$ cat src/rtl/decode_regfile_stage.sv
// Decode/operand-fetch stage for the SIMPLE 16-bit ISA: register file with write-back
// bypass, instruction-class decode and a registered decode bundle behind valid/ready.
module decode_regfile_stage #(
  parameter int DATA_W     = 16,
  parameter int NREGS      = 8,
  parameter int FORWARD    = 1,
  parameter int INIT_INDEX = 1
) (
  input  logic              clock,
  input  logic              reset_n,
  input  logic              in_valid,
  output logic              in_ready,
  input  logic [15:0]       command,
  input  logic [DATA_W-1:0] pc,
  input  logic              flush,
  input  logic              wb_en,
  input  logic [2:0]        wb_addr,
  input  logic [DATA_W-1:0] wb_data,
  output logic              out_valid,
  input  logic              out_ready,
  output logic [DATA_W-1:0] out_pc,
  output logic [DATA_W-1:0] alu1,
  output logic [DATA_W-1:0] alu2,
  output logic [3:0]        opcode,
  output logic              writereg,
  output logic [2:0]        regaddress,
  output logic [1:0]        memwrite,
  output logic [DATA_W-1:0] address,
  output logic [DATA_W-1:0] storedata
);
  localparam int AW = (NREGS > 1) ? $clog2(NREGS) : 1;

  logic [DATA_W-1:0] regs [NREGS];
  logic              accept;
  logic [DATA_W-1:0] ra_p0, rb_p0, alu1_p0, alu2_p0, address_p0, storedata_p0;
  logic              writereg_p0;
  logic [2:0]        regaddress_p0;
  logic [1:0]        memwrite_p0;

  function automatic logic signed [DATA_W-1:0] sext8(input logic [7:0] x);
    return {{(DATA_W-8){x[7]}}, x};
  endfunction

  // Out-of-range indices read as zero and never see the bypass.
  function automatic logic [DATA_W-1:0] read_reg(input logic [2:0] idx);
    logic [DATA_W-1:0] val;
    val = '0;
    if (int'(idx) < NREGS) begin
      val = regs[idx[AW-1:0]];
      if (FORWARD != 0 && wb_en && wb_addr == idx) val = wb_data;
    end
    return val;
  endfunction

  always_ff @(posedge clock or negedge reset_n) begin
    if (!reset_n) begin
      for (int i = 0; i < NREGS; i++) regs[i] <= (INIT_INDEX != 0) ? DATA_W'(i) : '0;
    end else if (wb_en && int'(wb_addr) < NREGS) begin
      regs[wb_addr[AW-1:0]] <= wb_data;
    end
  end

  assign in_ready = !out_valid || out_ready;
  assign accept   = in_valid && in_ready && !flush;

  // Stage p0: combinational decode and operand fetch
  always_comb begin
    ra_p0         = read_reg(command[13:11]);
    rb_p0         = read_reg(command[10:8]);
    alu1_p0       = ra_p0;
    alu2_p0       = rb_p0;
    writereg_p0   = 1'b1;
    regaddress_p0 = command[10:8];
    memwrite_p0   = 2'b00;
    address_p0    = '0;
    storedata_p0  = '0;
    case (command[15:14])
      2'd3: begin
        if (command[7:4] > 4'd8) alu2_p0 = {{(DATA_W-4){1'b0}}, command[3:0]};
      end
      2'd0: begin
        regaddress_p0 = command[13:11];
        memwrite_p0   = 2'b01;
        address_p0    = rb_p0 + $unsigned(sext8(command[7:0]));
      end
      2'd1: begin
        writereg_p0   = 1'b0;
        regaddress_p0 = 3'd0;
        memwrite_p0   = 2'b10;
        address_p0    = rb_p0 + $unsigned(sext8(command[7:0]));
        storedata_p0  = ra_p0;
      end
      default: begin
        alu1_p0     = '0;
        alu2_p0     = '0;
        memwrite_p0 = 2'b01;
        address_p0  = $unsigned(sext8(command[7:0]));
      end
    endcase
  end

  // Stage p1: registered decode bundle
  always_ff @(posedge clock or negedge reset_n) begin
    if (!reset_n) begin
      out_valid  <= 1'b0;
      out_pc     <= '0;
      alu1       <= '0;
      alu2       <= '0;
      opcode     <= '0;
      writereg   <= 1'b0;
      regaddress <= '0;
      memwrite   <= '0;
      address    <= '0;
      storedata  <= '0;
    end else if (flush) begin
      out_valid <= 1'b0;
    end else if (accept) begin
      out_valid  <= 1'b1;
      out_pc     <= pc;
      alu1       <= alu1_p0;
      alu2       <= alu2_p0;
      opcode     <= command[7:4];
      writereg   <= writereg_p0;
      regaddress <= regaddress_p0;
      memwrite   <= memwrite_p0;
      address    <= address_p0;
      storedata  <= storedata_p0;
    end else if (out_ready) begin
      out_valid <= 1'b0;
    end
  end
endmodule

$ cat config.mk
export PLATFORM = sky130hd
export DESIGN_NAME = decode_regfile_stage
export DESIGN_NICKNAME = d
export VERILOG_FILES = /design/src/rtl/decode_regfile_stage.sv
export SDC_FILE = /design/constraint.sdc
export NUM_CORES = 1
export LEC_CHECK = 0
export ABC_AREA = 1
export CORE_ASPECT_RATIO = 2
export CORE_MARGIN = 2
export CORE_UTILIZATION = 45
export CTS_CLUSTER_DIAMETER = 200
export CTS_CLUSTER_SIZE = 16
export DETAILED_ROUTE_END_ITERATION = 10
export GPL_TIMING_DRIVEN = 0
export PLACE_DENSITY = 0.69
export SYNTH_ARGS = -nofsm -noshare
export SYNTH_HDL_FRONTEND = slang
export SYNTH_SLANG_ARGS = --single-unit
$ cat constraint.sdc
create_clock -name clock -period 4.35 [get_ports clock]
set_input_delay 0.435 -clock clock [delete_from_list [all_inputs] [get_ports clock]]
set_output_delay 0.435 -clock clock [all_outputs]
set_load 0.03 [all_outputs]
### Word level (Yosys, flattened, before mapping)

Index checks and enable logic that the tools add are counted.

* flip-flop bits (word level): 219
* output and inout port bits: 92
* logic and storage cells: 67

* add/sub/neg operators: 1
* $lt $le $gt $ge: 5
* equality and inequality tests: 4
* mux-type cells: 22
* bitwise gates (word level): 4
* reduce and logical (&&, ||, !) cells: 13

Operators with widths (number)
* 16-bit two-way mux: 10
* 128-bit bitwise mux: 1
* 16-bit binary-select mux with 3-bit select: 2
* 16-bit case mux with 2 select lines: 2
* 16-bit demux with 3-bit select: 1
* 16-bit adder: 1
* 4-bit >= comparator (second input constant): 3
* 3-bit NOT with 4-bit output: 3
* 3-bit equality test: 2
* 3-bit case mux with 2 select lines: 1
* 1-bit logical AND: 5
* 4-bit > comparator (second input constant): 1
* 4-bit by 1-bit less-than comparator with 1-bit output (second input constant): 1
* 1-bit two-way mux: 4
* 2-bit case mux with 2 select lines: 1
* 3-bit nonzero test: 1
* 3-bit OR reduction: 1
* 2-bit by 1-bit equality test with 1-bit output (second input constant): 1
* 2-bit equality test (second input constant): 1
* 1-bit logical NOT: 2
* 2-bit logical NOT: 1
* 2-bit AND reduction: 1
* 2-bit OR reduction: 1
* 1-bit logical OR: 1
* 1-bit NOT: 1

### Logic depth before layout (Yosys ltp)

Gate-level depths: netlist of the first run.

* word-level depth: 7
* depth in mapped cells: 23
* depth with buffers taken out: 21

### Worst setup path before layout of the first run

No wires, ideal clock.

* path kind: input port to flip-flop
* start point: in command[9]
* end point: reg address[10]
* setup time: 0.132 ns
* arrival: 2.621 ns
* required time: 4.218 ns
* slack: 1.597 ns
* cell stages on the path: 23
* path buffers: 2
* path through: buf_2 > inv_2 > nand2_1 > nand2_1 > nor2_4 > nand2_2 > buf_4 > nand3_1 > o21ai_1 > inv_1 > ha_1 > inv_1 > fa_1 > inv_1 > nand3_1 > nand2_1 > nand2_1 > a21oi_1 > nand2_1 > nand2_1 > nand2_1 > nand3_1 > a21oi_1

* word-level cells in the longest chain between the ends: 7
* elaborated cells between the ends (all ways): 9

Ends and longest elaborated chain
* start, declared: line 13 `input logic [15:0] command,`
* 3-bit NOT with 4-bit output (implied by the code): line 49 `val = regs[idx[AW-1:0]];`
* 16-bit binary-select mux with 3-bit select: line 49
* 16-bit two-way mux (implied by the code) (2 in series): line 49
* 16-bit two-way mux *: line 50 `if (FORWARD != 0 && wb_en && wb_addr == idx) val = wb_data;`
* 16-bit adder *: line 84, 90
* 16-bit case mux with 2 select lines *: line 77 `case (command[15:14])`
* end signal, assigned: line 126 `address <= address_p0;`
* end, declared: line 28 `output logic [DATA_W-1:0] address,`

Every way passes the cells marked *; elsewhere a longest branch is shown, timed or not. The select of a mux whose other input is x is not followed.
A chain may end at the register's enable or synchronous reset.

### Final worst setup path of the first run

* start point: in command[8]
* end point: reg address[10]

Same word-level chain as after synthesis.

==> impl_metrics.csv, run 1 <==
group,metric,value,unit
status,outcome,"completed",
worst_setup_path,cp_data_arrival_time,4.06,ns
worst_setup_path,crit_type,"primary input to flop",
synth,synth_commonest_cells,"nand2_1, o21ai_0, dfrtp_1",
clocking,cts_tree,"yes",
clocking,cts_buffers,17,
synth,synth_area_per_cell,7.599,sq um
synth,ys_seq_area_share,47.08,%
worst_setup_path,cp-start-kind,"primary input",
sta,max-slew-margin-rel,39.44,%
clocking,cts_root_buf,"clkbuf_16",
die,io_pins,149,
clocking,cts_resized,0,
worst_setup_path,cp-endpoint,"address[10]$_DFFE_PN0P_",
pwr,power_density,431.2,nW/um^2
worst_setup_path,startpoint,"command[8]",
synth,netlist.area_leader.share,44.38,%
layout,layout.nets,1779,
drt,drt_iter0_drc,1213,
clocking,clockBufferDepth,3,
die,die-area,27320,sq um
drt,via_per_inst,5.733,
sta,clock_skew,0.01860,ns
synth,synth_xor_area_share,0,%
global_routing,antenna_found_initial,0,
worst_setup_path,required,4.79,ns
placement,place_area,13580,sq um
synth,synth_top_family_by_area,"compound AO/OA/AOI/OAI gates",
die,die_width,117.9,um
synth,synth_area_leaders,"dfrtp_1, nand2_1, o21ai_0",
worst_setup_path,rrSetupSlack,1.19,ns
die,die_h,231.8,um
layout,drive_gt1_share,6.800,%
layout,area_delta_synth_final,20.36,%
synth,synthMuxAreaShare,0,%
global_routing,grt_pass1_vias,11736,
worst_setup_path,worst_setup_path_end_kind,"flop",
synth,synth_edf_count,0,
die,start_util,45.69,%
synth,synth_ff_type,"dfrtp_1",
synth,syn_inst,1536,
worst_setup_path,crit_fanout,10,
pwr,p_total,0.006058,W
clocking,cts_sinks,219,
synth,synth_area,11670,sq um
synth,synthSimpleGateAreaFrac,21.32,%
synth,synth_cell_type_count,38,
placement,place.gp.congestion,1.007,
global_routing,grt_use_total,33.46,%
drt,wl,45320,um
drt,drt_first_pass_iters,8,
global_routing,gr-total-overflow,0,
sta,rsz0062_at_grt,"false",
synth,synth_seq_cells,219,
sta,slew_viol_final,0,
sta,setup_viol,0,
synth,async_reset_ff_share,100.0,%
drt,wl_per_cell,22.15,um
clocking,insertion_delay,0.52,ns
worst_setup_path,r2r_cells,18,
layout,final_area,14050,sq um
sta,finalCritPeriodShare,83.25,%
worst_setup_path,r2r-start,"regs[0]$_DFFE_PN1P_",
synth,synth_compound_area_share,21.76,%
placement,portBuffers,145,
placement,dp_hpwl,35510,um
sta,min_period,3.621,ns
synth,synth_nets,1613,
layout,antennaDiodeCount,0,
pwr,ir_drop,0.3562,mV
job,cap_violations,0,
global_routing,grt_pass1_wl,69300,um
pwr,p_leak,6.458,nW
drt,drc,0,
clocking,clk_pin_slew_worst_paths,0.08,ns
die,core,25550,sq um
worst_setup_path,r2r-end,"address[10]$_DFFE_PN0P_",
synth,synth_largest_area_cell,"dfrtp_1",
global_routing,grt_max_degree,126,
sta,hold_violations,0,
sta,clock.fmax,0.2761,GHz
synth,yosysWarningCount,0,
worst_hold_path,hold_path.class,"primary input to flop",
drt,final_antenna_net_count,0,
sta,finalSetupTns,0,ns
clocking,htree_levels,1,
layout,utilization,54.99,%
die,std_cell_rows,83,
synth,synth_fa_ha_area_share,2.208,%
drt,dr_total_vias,11730,
sta,worst_pin_slew,0.9084,ns
synth,yosysMostFrequentCell,"nand2_1",
## where the power goes
part	switching [W]	internal (W)	leakage, nW
Sequential	0.000263	0.00242	2.73
Combinational	0.00120	0.000699	3.51
Clock	0.000763	0.000717	0.219
## critical path, cell delays in order
cell	delay [ns]
clkdlybuf4s50_1	0.60
inv_2	0.06
buf_6	0.15
buf_2	0.25
a21oi_1	0.28
o21ai_0	0.13
nand3_1	0.15
o21ai_1	0.15
inv_1	0.09
ha_1	0.18
inv_1	0.07
fa_1	0.39
inv_1	0.11
nand3_1	0.07
nand2_1	0.16
nand2_1	0.09
a21oi_1	0.27
nand2_1	0.12
nand3b_1	0.10
nand3_1	0.07
a21oi_1	0.14
## routing by layer
metal / part of all wire (%) / global-route usage, % / up-vias
met5: 0 / 0 / -
met2: 52 / 61.83 / 620
met1: 32 / 32.57 / 5443
met3: 5.7 / 4.396 / 243
met4: 9.8 / 28.20 / 0
li1: - / - / 5424
## repair_timing
item,in CTS,in global routing
hold endpoints to repair,37,0
hold buffers,1,0
setup buffers,0,0
## worst min path at each step
stage	end	start	depth (start not counted)
floorplan	address[0]$_DFFE_PN0P_	reset_n	0
global placement	out_pc[4]$_DFFE_PN0P_	out_pc[4]$_DFFE_PN0P_	2
detailed placement	out_pc[2]$_DFFE_PN0P_	out_pc[2]$_DFFE_PN0P_	2
CTS	out_pc[7]$_DFFE_PN0P_	pc[7]	3
global route	out_pc[9]$_DFFE_PN0P_	pc[9]	3
finish	out_pc[8]$_DFFE_PN0P_	pc[8]	3
## layout make-up
type / instances / area, sq um
Clock inverter: 2 / 16.27
Fill cell: 2524 / 11500
Buffer: 96 / 490.5
Inverter: 106 / 400.4
Sequential cell: 219 / 5495
Multi-Input combinational cell: 1115 / 5286
Timing Repair Buffer: 147 / 1494
Clock buffer: 21 / 440.4
Tap cell: 340 / 425.4
## flip-flops by register name, indices dropped and copies added, names as in the netlist
signal and count:
regs 128, address 16, alu1 16, alu2 16, out_pc 16, storedata 16
opcode 4, regaddress 3, memwrite 2, out_valid 1, writereg 1
## logic make-up (layout without fill, tap and decap cells)
family,count (synthesis),in the layout
adder cells (fa/ha/maj),20,20
AO/OA/AOI/OAI,473,473
flip-flops,219,219
buffers and inverters,202,372
AND/OR/NAND/NOR,622,622
## layout by cell type, fill, tap and decap left out, drive strengths merged, types with 2 or more instances in the layout
cell type / instances
nand2: 440
o21ai: 285
dfrtp: 207
clkdlybuf4s50: 144
a21oi: 128
inv: 107
nor2: 93
nand3: 75
clkbuf: 68
buf: 51
a31oi: 32
ha: 19
dfstp: 12
a22oi: 10
o211ai: 10
nor3: 6
or2: 5
o22ai: 3
o21bai: 2
nand3b: 2
## through the flow
stage	hold WS [ns]	worst slack [ns]	cells
after floorplan	0.1394	1.597	1536
after global placement	0.4542	-6.353	2021
after detailed placement	0.4589	0.2604	2022
after CTS	0.4418	0.7832	2046
after global routing	0.4694	0.4847	2046
final	0.4519	0.7287	2046
Note: power is estimated with default switching activity, not from simulation.
==> inputs of run 2 (changes only) <==
clock period = 3.6 ns   (was 4.35 ns; I/O delays follow)
==> impl_metrics.csv, run 2 (synthesis results as in run 1) <==
group,metric,value,unit
clocking,cts_tree,"yes",
sta,clock.fmax,0.2983,GHz
sta,min_period,3.352,ns
worst_setup_path,worst_setup_path_end_kind,"flop",
sta,finalSetupTns,0,ns
die,die_h,231.8,um
worst_setup_path,r2r-start,"regs[0]$_DFFE_PN1P_",
drt,final_antenna_net_count,0,
drt,dr_total_vias,11678,
clocking,cts_buffers,17,
worst_setup_path,cp-start-kind,"primary input",
die,die_width,117.9,um
global_routing,grt_pass1_vias,11736,
pwr,power_density,520.9,nW/um^2
status,outcome,"completed",
placement,portBuffers,145,
placement,place_ws,-0.4146,ns
worst_setup_path,crit_fanout,10,
sta,rsz0062_at_grt,"false",
worst_setup_path,rrSetupSlack,0.48,ns
layout,area_delta_synth_final,20.46,%
clocking,clockBufferDepth,3,
clocking,cts_root_buf,"clkbuf_16",
clocking,htree_levels,1,
global_routing,antenna_found_initial,0,
pwr,p_total,0.007324,W
worst_setup_path,crit_type,"primary input to flop",
pwr,p_leak,6.474,nW
worst_setup_path,r2r_cells,19,
die,std_cell_rows,83,
global_routing,grt_max_degree,126,
die,start_util,45.69,%
layout,drive_gt1_share,7.034,%
worst_setup_path,required,3.98,ns
drt,wl,45400,um
worst_setup_path,cp_data_arrival_time,3.74,ns
layout,largest_reg_flops,128,
layout,layout_commonest_cell,"nand2_1",
sta,fin_ws,0.2478,ns
placement,dp_hpwl,35510,um
layout,antennaDiodeCount,0,
drt,wl_per_cell,22.19,um
placement,place.gp.congestion,1.007,
die,core,25550,sq um
sta,finalCritPeriodShare,93.12,%
sta,setup_viol,0,
drt,drt_iter0_drc,1153,
worst_setup_path,cp-endpoint,"address[10]$_DFFE_PN0P_",
drt,drc,0,
pwr,ir_drop,0.4335,mV
clocking,clk_pin_slew_worst_paths,0.08,ns
die,io_pins,149,
worst_setup_path,startpoint,"wb_addr[1]",
worst_hold_path,hold_path.class,"primary input to flop",
clocking,cts_sinks,219,
sta,worst_pin_slew,0.9214,ns
global_routing,grt_pass1_wl,69300,um
drt,via_per_inst,5.708,
placement,numPlacedInstances,2022,
sta,hold_violations,0,
layout,fin_cells,2046,
worst_setup_path,r2r-end,"address[10]$_DFFE_PN0P_",
global_routing,gr-total-overflow,0,
sta,clock_skew,0.01411,ns
layout,regMostFlops,"regs",
layout,utilization,55.04,%
global_routing,grt_use_total,33.46,%
clocking,insertion_delay,0.51,ns
die,die-area,27320,sq um
layout,final_cell_mix,"nand2_1, o21ai_0, dfrtp_1",
sta,max-slew-margin-rel,38.57,%
layout,final.fill_count,2525,
sta,slew_viol_final,0,
layout,layout.nets,1779,
drt,drt_first_pass_iters,6,
job,cap_violations,0,
run 2: final cells by class:
type	instances	area [sq um]	share of cell area, %
buffer	96	493.0	3.506
clock buffer	21	440.4	3.132
clock inverter	2	16.27	0.1157
inverter	106	400.4	2.847
multi-input combinational	1115	5294	37.65
sequential	219	5495	39.08
tap	340	425.4	3.025
timing repair buffer	147	1496	10.64
run 2: stage by stage:
step / hold slack, ns / instance area, sq um
after global routing: 0.3944 / 14060
after floorplan: 0.06441 / 11670
after global placement: 0.4542 / 13550
after CTS: 0.3668 / 14050
final: 0.3808 / 14060
after detailed placement: 0.4430 / 13580
run 2: routing by layer:
metal / wire length [um] / vias up / share of wire [%] / global-route usage, %
met5: 0 / - / 0 / 0
met4: 4361 / 0 / 9.6 / 28.20
met3: 2347 / 233 / 5.2 / 4.396
met2: 23650 / 572 / 52 / 61.83
met1: 15040 / 5455 / 33 / 32.57
li1: - / 5418 / - / -
run 2: power breakdown:
| part | total, W | switching [W] | internal [W] |
|---|---|---|---|
| sequential | 0.00324 | 0.000317 | 0.00292 |
| combinational | 0.00230 | 0.00145 | 0.000845 |
| clock | 0.00179 | 0.000921 | 0.000867 |
run 2: what timing repair did:
action,4_1_cts,5_1_grt
gates resized for setup,0,7
endpoints found under the setup margin,0,5
hold buffers,1,0
buffers inserted,0,0
endpoints found under the hold margin,88,0
run 2: worst min-delay path by stage:
stage / endpoint / cells after the start / from / slack, ns
5_1_grt: out_pc[9]$_DFFE_PN0P_ / 3 / pc[9] / 0.39
3_3_place_gp: out_pc[4]$_DFFE_PN0P_ / 2 / out_pc[4]$_DFFE_PN0P_ / 0.45
4_1_cts: out_pc[7]$_DFFE_PN0P_ / 3 / pc[7] / 0.37
2_1_floorplan: address[0]$_DFFE_PN0P_ / 0 / reset_n / 0.06
6_report: out_pc[8]$_DFFE_PN0P_ / 3 / pc[8] / 0.38
3_5_place_dp: regs[49]$_DFFE_PN0P_ / 1 / reset_n / 0.44
run 2: worst max-delay path, stage by stage:
cell and delay, ns:
clkdlybuf4s50_1 0.67, inv_2 0.11, nand2_1 0.08, nand2_1 0.09
nor2_4 0.12, nand2_2 0.09, buf_4 0.21, nand3_1 0.12
o21ai_1 0.15, inv_1 0.09, ha_1 0.18, inv_1 0.07
fa_1 0.39, inv_1 0.11, nand3_1 0.07, nand2_1 0.16
nand2_1 0.11, a21oi_2 0.21, nand2_1 0.10, nand2_1 0.06
nand2_1 0.05, nand3_1 0.06, a21oi_1 0.07
==> inputs of run 3 (changes only) <==
CORE_MARGIN = default   (was 2)
==> impl_metrics.csv, run 3 (synthesis results as in run 1) <==
group,metric,value,unit
layout,area.sequential,5495,sq um
layout,fin_cells,2047,
pwr,power_density,520.5,nW/um^2
placement,portBuffers,145,
sta,fin_ws,0.1883,ns
clocking,cts_sinks,219,
layout,layout.nets,1780,
clocking,insertion_delay,0.52,ns
pwr,clkPwrFrac,24.5,%
drt,drc,0,
worst_setup_path,worst_setup_path_end_kind,"flop",
die,core,25550,sq um
die,die_h,229.8,um
sta,rsz0062_at_grt,"false",
sta,hold_violations,0,
clocking,clockBufferDepth,3,
placement,place_area,13610,sq um
global_routing,met2_usage,61.22,%
drt,final_antenna_net_count,0,
layout,antennaDiodeCount,0,
layout,layout_commonest_cell,"nand2_1",
placement,place.gp.congestion,0.9741,
worst_setup_path,crit_fanout,10,
pwr,p_sw_share,36.78,%
layout,area_delta_synth_final,20.67,%
die,std_cell_rows,83,
pwr,power.switching,0.002696,W
global_routing,gr-total-overflow,0,
placement,dp_hpwl,35330,um
drt,drt_iter0_drc,1040,
layout,drive_gt1_share,7.030,%
global_routing,use_met1,34.48,%
worst_setup_path,cp-start-kind,"primary input",
worst_setup_path,required,4.04,ns
die,die_width,115.9,um
worst_setup_path,crit_type,"primary input to flop",
worst_setup_path,cp_data_arrival_time,3.85,ns
drt,via_per_inst,5.646,
layout,multi_input_area,5294,sq um
worst_setup_path,startpoint,"wb_addr[2]",
clocking,cts_buffers,17,
status,outcome,"completed",
global_routing,antenna_found_initial,0,
layout,final_cell_mix,"nand2_1, o21ai_0, dfrtp_1",
die,die-area,26630,sq um
global_routing,grt_pass1_vias,11782,
die,io_pins,149,
sta,hold-worst-slack,0.3690,ns
drt,wl,45020,um
job,cap_violations,0,
pwr,p_seq_share,44.2,%
global_routing,grt_use_total,34.83,%
global_routing,grt_max_degree,84,
global_routing,top_usage_layer,"met2",
drt,wl_per_cell,21.99,um
placement,place_ws,-0.4233,ns
layout,final_area,14080,sq um
placement,numPlacedInstances,2023,
layout,regMostFlops,"regs",
layout,largest_reg_flops,128,
drt,dr_total_vias,11557,
die,start_util,45.69,%
worst_setup_path,r2r_cells,18,
sta,clock_skew,0.01625,ns
pwr,combPwrFrac,31.3,%
worst_setup_path,r2r-start,"regs[0]$_DFFE_PN1P_",
sta,finalCritPeriodShare,94.77,%
pwr,p_leak,6.474,nW
drt,drt_first_pass_iters,6,
clocking,cts_tree,"yes",
sta,worst_pin_slew,0.9238,ns
sta,clock.fmax,0.2931,GHz
sta,max-slew-margin-rel,38.41,%
layout,final.fill_count,2461,
clocking,htree_levels,1,
clocking,clk_pin_slew_worst_paths,0.08,ns
worst_hold_path,hold_path.class,"primary input to async pin",
pwr,intPower,0.004635,W
sta,min_period,3.412,ns
sta,slew_viol_final,0,
global_routing,use_met3,5.614,%
global_routing,grt_pass1_wl,68040,um
clocking,cts_root_buf,"clkbuf_16",
sta,setup_viol,0,
pwr,ir_drop,0.3719,mV
run 3: path summary, 6_finish.rpt:
path / endpoint / slack (ns)
max: address[10]$_DFFE_PN0P_ / 0.19
min: address[14]$_DFFE_PN0P_ / 0.37
max reg2reg: address[10]$_DFFE_PN0P_ / 0.51
min reg2reg: out_pc[15]$_DFFE_PN0P_ / 0.47
max in group asynchronous: regs[65]$_DFFE_PN1P_ / 2.40
min in group clock: out_pc[5]$_DFFE_PN0P_ / 0.37
run 3: metrics by stage:
step           total power [W]   TNS, ns  utilization, %
2_1_floorplan         0.004575         0               -
3_3_place_gp          0.005482  -1494.31           53.04
3_5_place_dp          0.005536    -2.043           53.27
4_1_cts               0.007315         0           55.10
5_1_grt               0.007711         0           55.13
6_report              0.007331         0           55.13
run 3: worst max-delay path: stages:
cell and delay, ns:
clkdlybuf4s50_1 0.69, inv_2 0.11, nand2_1 0.09, nand2_2 0.07, nor2_4 0.15, nand2_2 0.09, buf_4 0.21, nand3_1 0.12
o21ai_1 0.16, inv_1 0.09, ha_1 0.18, inv_1 0.07, fa_1 0.38, inv_1 0.11, nand3_1 0.08, nand2_1 0.17
nand2_1 0.11, a21oi_2 0.21, nand2_1 0.10, nand3b_1 0.09, nand3_1 0.07, a21oi_1 0.13
run 3: timing repair:
item | CTS | global route
endpoints found under the hold margin | 66 | 0
hold buffers | 1 | 0
gates resized for setup | 0 | 4
buffers inserted | 0 | 0
setup endpoints to repair | 0 | 3
run 3: power by group through the flow:
stage                     Combinational, W  Clock [W]  Sequential (W)
final                              0.00230    0.00180         0.00324
after global placement             0.00222          0         0.00326
after global routing               0.00252    0.00191         0.00328
after detailed placement           0.00227          0         0.00327
after floorplan                    0.00105          0         0.00352
after CTS                          0.00228    0.00181         0.00322
run 3: area by class of cell:
class / count / area share, %
Inverter: 106 / 2.843
Tap cell: 340 / 3.020
Clock buffer: 21 / 3.127
Sequential cell: 219 / 39.02
Clock inverter: 2 / 0.1155
Timing Repair Buffer: 148 / 10.80
Multi-Input combinational cell: 1115 / 37.59
Buffer: 96 / 3.491
run 3: per-layer routing:
layer / share of wire [%] / wire length, um
met5: 0 / 0
met4: 9.9 / 4435
met3: 5.5 / 2486
met2: 52 / 23210
met1: 33 / 14890
